## src/rtl/unified_mem_arbiter.sv

```systemverilog
// Shares one single-ported memory between the instruction-fetch port and the data (load/store) port.
// Latency: a request seen in IDLE raises m_req the next cycle; x_valid follows in the cycle m_ready is seen.
// Backpressure: requesters stall until x_valid; data has fixed priority over fetch; the watchdog aborts hung accesses.
module unified_mem_arbiter #(
   parameter int AW      = 32,
   parameter int DW      = 32,
   parameter int TIMEOUT = 16
) (
   input  logic          clk,
   input  logic          reset,
   // instruction fetch port
   input  logic          i_req,
   input  logic [AW-1:0] i_addr,
   input  logic          i_flush,
   output logic          i_valid,
   output logic [DW-1:0] i_rdata,
   output logic          stall_f,
   // data port
   input  logic          d_req,
   input  logic          d_we,
   input  logic [AW-1:0] d_addr,
   input  logic [DW-1:0] d_wdata,
   output logic          d_valid,
   output logic [DW-1:0] d_rdata,
   output logic          stall_m,
   // memory side
   output logic          m_req,
   output logic          m_we,
   output logic [AW-1:0] m_addr,
   output logic [DW-1:0] m_wdata,
   input  logic [DW-1:0] m_rdata,
   input  logic          m_ready,
   output logic          bus_err
);

   // Watchdog counter only needs to reach TIMEOUT-1.
   localparam int WW = (TIMEOUT > 1) ? $clog2(TIMEOUT) : 1;
   localparam logic [WW-1:0] WLIM = WW'((TIMEOUT > 0) ? TIMEOUT - 1 : 0);

   typedef enum logic [1:0] {
      IDLE   = 2'd0,
      BUSY_I = 2'd1,
      BUSY_D = 2'd2
   } state_t;

   state_t        state;
   state_t        state_nxt;
   logic [WW-1:0] wdog;
   logic          drop;
   logic          busy;
   logic          timeout_hit;
   logic          done;
   logic          abort;
   logic          grant_d;
   logic          grant_i;

   assign busy        = (state != IDLE);
   // A zero TIMEOUT disables the watchdog entirely.
   assign timeout_hit = (TIMEOUT > 0) && (wdog == WLIM);
   // m_ready takes precedence over a simultaneous timeout.
   assign done        = busy & (m_ready | timeout_hit);
   assign abort       = busy & ~m_ready & timeout_hit;
   // Fixed priority: data wins; a flush blocks the fetch grant in the same cycle.
   assign grant_d     = (state == IDLE) & d_req;
   assign grant_i     = (state == IDLE) & ~d_req & i_req & ~i_flush;

   // State register; reset abandons any access in flight.
   always_ff @(posedge clk) begin
      if (reset) begin
         state <= IDLE;
      end else begin
         state <= state_nxt;
      end
   end

   // Next-state selection: arbitrate in IDLE, return to IDLE on completion or abort.
   always_comb begin
      state_nxt = state;
      case (state)
         IDLE: begin
            if (grant_d) begin
               state_nxt = BUSY_D;
            end else if (grant_i) begin
               state_nxt = BUSY_I;
            end
         end
         BUSY_I, BUSY_D: begin
            if (done) begin
               state_nxt = IDLE;
            end
         end
         default: state_nxt = IDLE;
      endcase
   end

   // Completion, read data and stall outputs; an aborted access returns zero data.
   always_comb begin
      i_valid = 1'b0;
      d_valid = 1'b0;
      i_rdata = m_ready ? m_rdata : '0;
      d_rdata = m_ready ? m_rdata : '0;
      if (state == BUSY_I) begin
         i_valid = done & ~drop & ~i_flush;
      end
      if (state == BUSY_D) begin
         d_valid = done;
      end
      stall_f = i_req & ~i_valid & ~i_flush;
      stall_m = d_req & ~d_valid;
   end

   // Memory request registers, watchdog, flush-drop flag and sticky bus error.
   always_ff @(posedge clk) begin
      if (reset) begin
         m_req   <= 1'b0;
         m_we    <= 1'b0;
         m_addr  <= '0;
         m_wdata <= '0;
         bus_err <= 1'b0;
         wdog    <= '0;
         drop    <= 1'b0;
      end else begin
         if (grant_d) begin
            m_req   <= 1'b1;
            m_we    <= d_we;
            m_addr  <= d_addr;
            m_wdata <= d_wdata;
         end else if (grant_i) begin
            m_req  <= 1'b1;
            m_we   <= 1'b0;
            m_addr <= i_addr;
         end
         if (busy) begin
            if (done) begin
               m_req <= 1'b0;
               wdog  <= '0;
               drop  <= 1'b0;
               if (abort) begin
                  bus_err <= 1'b1;
               end
            end else begin
               // Outputs held stable; only the watchdog advances while waiting.
               wdog <= wdog + 1'b1;
               if ((state == BUSY_I) && i_flush) begin
                  drop <= 1'b1;
               end
            end
         end
      end
   end

endmodule

```

## config.mk

```make
export PLATFORM = sky130hd
export DESIGN_NAME = unified_mem_arbiter
export DESIGN_NICKNAME = d
export VERILOG_FILES = /design/src/rtl/unified_mem_arbiter.sv
export SDC_FILE = /design/constraint.sdc
export NUM_CORES = 1
export LEC_CHECK = 0
export ABC_AREA = 1
export CAP_MARGIN = 20
export CORE_AREA = 2 2 104 106
export DETAILED_ROUTE_END_ITERATION = 10
export DIE_AREA = 0 0 106 108
export DONT_BUFFER_PORTS = 1
export PLACE_DENSITY = 0.59
export SLEW_MARGIN = 20
export SYNTH_ARGS = -nofsm -noshare
export SYNTH_HDL_FRONTEND = slang
export SYNTH_SLANG_ARGS = --single-unit
```

## constraint.sdc

```tcl
create_clock -name clk -period 2.15 [get_ports clk]
set_input_delay 0.43 -clock clk [delete_from_list [all_inputs] [get_ports clk]]
set_output_delay 0.43 -clock clk [all_outputs]
set_load 0.03 [all_outputs]
```

* Word level (Yosys, flattened, before mapping)
Cells that the tools add are included.
** Word-level totals
- RAM bits :: 0
- Bits in registers :: 74
- Latch bits :: 0
- Word-level logic and storage cells :: 60
- Memories :: 0
- Memory bits (read-only) :: 0
** Operators by class
- Divide/modulo/power cells :: 0
- Muxes and demuxes :: 18
- Magnitude comparators :: 0
- Add/sub/neg operators :: 1
- Eq/ne operators :: 5
- Bitwise operators :: 19
- Reductions and logical operators :: 9
- Shift-type cells :: 0
- Multiply operators :: 0
** Operator list (count)
- 2-to-1 mux 32 bit :: 3
- bitwise AND 1 bit :: 12
- 2-to-1 mux 1 bit :: 10
- 2-to-1 mux 2 bit :: 3
- NOT 1 bit :: 6
- nonzero test 2 bit :: 3
- adder 4 x 1 -> 4 bit, second input constant :: 1
- equality test 4 bit, second input constant :: 1
- 2-to-1 mux 4 bit :: 1
- case mux 2 bit (2 select lines) :: 1
- AND reduction 2 bit :: 2
- inequality test 3 bit, second input constant :: 1
- AND reduction 3 bit :: 1
- equality test 2 x 1 -> 1 bit, second input constant :: 1
- equality test 2 bit, second input constant :: 1
- zero test 2 bit :: 1
- inequality test 2 bit, second input constant :: 1
- OR reduction 2 bit :: 1
- logical AND 1 bit :: 1
- bitwise OR 1 bit :: 1

* Longest topological paths before layout
- Word-level depth :: 9
- Gate-level depth with buffers :: 10
- Gate-level depth less buffers :: 8

* Least setup slack after synthesis
OpenSTA, ideal clock, no wires.
- Path kind :: register to output
- From :: register state[0]
- To :: output i_valid
- Arrival :: 1.951 ns
- Cell stages (with the launch flop) :: 8
- Path slack :: -0.231 ns
- Cells stage by stage :: dfxtp_1 -> inv_1 -> ha_1 -> nor2_1 -> nand2_1 -> nand2_1 -> inv_1 -> nor4_1
** Between the ends
- Longest elaborated chain between the ends :: 5
- Elaborated cells between the ends (all ways) :: 6
- Classes of those cells :: eq/ne (1); mux (1); bitwise (3); reduce/logical (1)
** Ends and longest elaborated chain
- from (decl) :: RTL line 46 : state_t state;
- from (signal assigned) :: RTL line 72 : state <= state_nxt;
- nonzero test 2 bit :: RTL line 57 : assign busy = (state != IDLE);
- bitwise AND 1 bit :: RTL line 61 : assign done = busy & (m_ready | timeout_hit);
- bitwise AND 1 bit (2 in a row) :: RTL line 103 : i_valid = done & ~drop & ~i_flush;
- 2-to-1 mux 1 bit (*) :: RTL line 102 : if (state == BUSY_I) begin
- to (decl) :: RTL line 15 : output logic i_valid,
Every way passes the cells marked *; elsewhere a longest branch is shown, timed or not.

* Final worst setup path
- From :: register state[1]
- To :: output stall_m
** Between the ends
- Longest elaborated chain between the ends :: 5
- Elaborated cells between the ends (all ways) :: 6
- Classes of those cells :: eq/ne (1); mux (1); bitwise (3); reduce/logical (1)
** Ends and longest elaborated chain
- nonzero test 2 bit :: RTL line 57
- bitwise AND 1 bit :: RTL line 61
- 2-to-1 mux 1 bit (*) :: RTL line 105 : if (state == BUSY_D) begin
- NOT 1 bit (*) :: RTL line 109 : stall_m = d_req & ~d_valid;
- bitwise AND 1 bit (*) :: RTL line 109
- to (decl) :: RTL line 25 : output logic stall_m,
Marked as above.

==> metrics.yaml <==
cp_common_cell: "inv_1"
finalWirelength_um: 9170
drt-met1-wl_um: 3730
hold_buffers: 0
crit_cells: 8
die_w_um: 106
p_per_area_nw_per_um2: 1120
critPathLaunch: "state[1]$_SDFFE_PP0P_"
regToRegSetupSlack_ns: 0.50
antenna_found_initial: 0
dp_hpwl_um: 6880
endpoint_kind: "output pin"
yosysTopAreaCellShare_pct: 41.3
vdd_ir_drop_max_mv: 0.441
insertion_delay_ns: 0.34
coreArea_um2: 10200
cp-start-kind: "flip-flop"
cp.required_ns: 1.72
p_leak_nw: 1.87
critical_path_class: "flip-flop to output pin"
max_slew_margin_pct: 63.1
grt_max_degree: 65
cp_max_fo: 5
synth_area_per_cell_um2: 6.53
status: "finished, final reports clean"
r2r-end: "m_addr[1]$_SDFFE_PP0P_"
netlist_area_um2: 3590
clk_pin_slew_ns: 0.08
crit_chain: "inv_1, ha_4, inv_4, nand2_1, nand2_2, inv_2, o21ai_0, inv_1"
wire_per_inst_um: 14.1
cts_root_buf: "clkbuf_8"
multi_input_area_um2: 1570
yosys.area.top_type: "dfxtp_1"
io_pins: 270
dr_wl_met2_um: 4310
layout-drive-gt1-share_pct: 7.59
final_common_cell: "nand2_1"
cp.arrival_ns: 1.60
first_iter_violations: 211
port_buffers: 0
max_stage_delay_ns: 0.33
firstDrtPassIters: 4
clock_skew_ns: 0.0124
die_h_um: 108
synthTopCellsByArea: "dfxtp_1 41%, nand2_1 15%, nor2_1 14%"
slew_violations: 0
tns_ns: 0
worst_hold_slack_ns: 0.148
crit-reg2reg-launch: "state[1]$_SDFFE_PP0P_"
period_minus_slack_ns: 2.03
clock_sinks: 74
drc: 0
cts_buffer_depth: 2
grt_pass1_vias: 2948
cts_tree: "built"
via_per_inst: 4.80
final_antenna_net_count: 0
regArea_um2: 1490
cts_buffers: 9
nets: 648
crit_buf_inv: 4
h-tree-depth: 3
grt_first_pass_wirelength_um: 14000
num_vias: 3121
antennaDiodeCount: 0
drv_cap: 0
setup_viol: 0
place_congestion: 0.769
start_util_pct: 35.1
hold_class: "primary input to flip-flop"
fin_cells: 650
finalCritPeriodShare_pct: 94.2
dp_cells: 632
tightest_slew_ns: 0.553
gr-usage-all-layers_pct: 15.5
met3_length_um: 963
ys_seq_area_share_pct: 41.3
holdCritStartpoint: "reset"
hold_end: "m_we$_SDFFE_PP0P_"
final_cell_mix: "139 x nand2_1, 137 x nor2_1, 71 x dfxtp_1"
final-hold-violation-count: 0
max_freq_ghz: 0.494
path_delay_family: "buffers and inverters"
dieArea_um2: 11400
row_count: 37
synth_nets: 689
cpMaxStageDelayCell: "dfxtp_2"
reg2reg_depth: 10
synth-seq-cells: 74
whs_path_depth: 1
top_layer: "met4"
power.total_w: 0.00413
grt_overflow: 0
postSynthCellCount: 550
yosys_warnings: 0
fillers: 1111
synth.distinct_cells: 20
syn_to_final_growth_pct: 3.03
==> final cells by class <==
cell class	instances	share of cell area (%)
clock buffers	12	3.92
clock inverters	4	1.39
inverters	47	4.84
multi-input cells	366	42.5
flip-flops and latches	74	40.1
well taps	136	4.60
repair buffers	11	2.57
==> through the flow <==
step / setup slack, ns / utilization, % / cell area (µm²)
2_1_floorplan: 0.121 / - / 3600
3_3_place_gp: 0.229 / 33.8 / 3460
3_5_place_dp: 0.142 / 33.8 / 3460
4_1_cts: 0.0221 / 35.9 / 3670
5_1_grt: -0.00613 / 36.2 / 3700
6_report: 0.124 / 36.2 / 3700
==> worst reg2reg max path: stages (launching register included) <==
cell and delay, ns:
dfxtp_2 0.33, inv_1 0.12, ha_4 0.21, buf_4 0.13, nand2_2 0.07, inv_2 0.06, buf_4 0.30, nand2_1 0.12
nand2_1 0.09, nor2_1 0.05, nor2_1 0.11
==> metal layers <==
layer,up-vias,GRT usage [%]
li1,1553,-
met1,1398,17.0
met2,157,26.7
met3,13,6.63
met4,0,5.83
met5,-,0
==> registers in the layout (all words and copies together), names as in the netlist <==
name,flops
bus_err,1
drop,1
m_addr,32
m_req,1
m_wdata,32
m_we,1
state,2
wdog,4
==> repair_timing <==
action,CTS,global route
buffers inserted,0,2
resized for setup,6,5
setup endpoints to repair,4,4
pin swaps,0,2
==> Yosys cell counts <==
library cell and n:
xnor2_1 1, nand2_1 142, buf_4 35, nand4_1 1
ha_1 4, nor2_1 138, nor4_1 1, a41oi_1 1
inv_2 3, clkbuf_2 1, inv_1 44, xor2_1 2
buf_2 13, a21oi_1 4, buf_6 1, nand3_1 5
a21oi_4 1, dfxtp_1 74, o21ai_0 66, clkbuf_1 13
==> logic make-up (layout without fill, tap and decap cells) <==
| group | count (synthesis) | after routing | synth area share [%] |
|---|---|---|---|
| AOI/OAI and AO/OA | 72 | 72 | 10.5 |
| adders and majority gates | 4 | 4 | 1.39 |
| DFF | 74 | 74 | 41.3 |
| buffers and inverters | 110 | 74 | 15.9 |
| xor gates and xnor gates | 3 | 3 | 0.732 |
| and+or+nand+nor | 287 | 287 | 30.3 |
==> power by group <==
part           total [W]  internal (W)  leakage [nW]  switching, W
sequential       0.00212       0.00159         0.614      0.000538
combinational   0.000927      0.000270          1.16      0.000656
clock            0.00108      0.000570        0.0966      0.000509
==> worst max-delay path by stage <==
stage / to
after floorplan: i_valid
after global placement: i_valid
after detailed placement: i_valid
after CTS: i_valid
after global routing: i_valid
final: stall_m
Power figures use the tool's default switching activity.
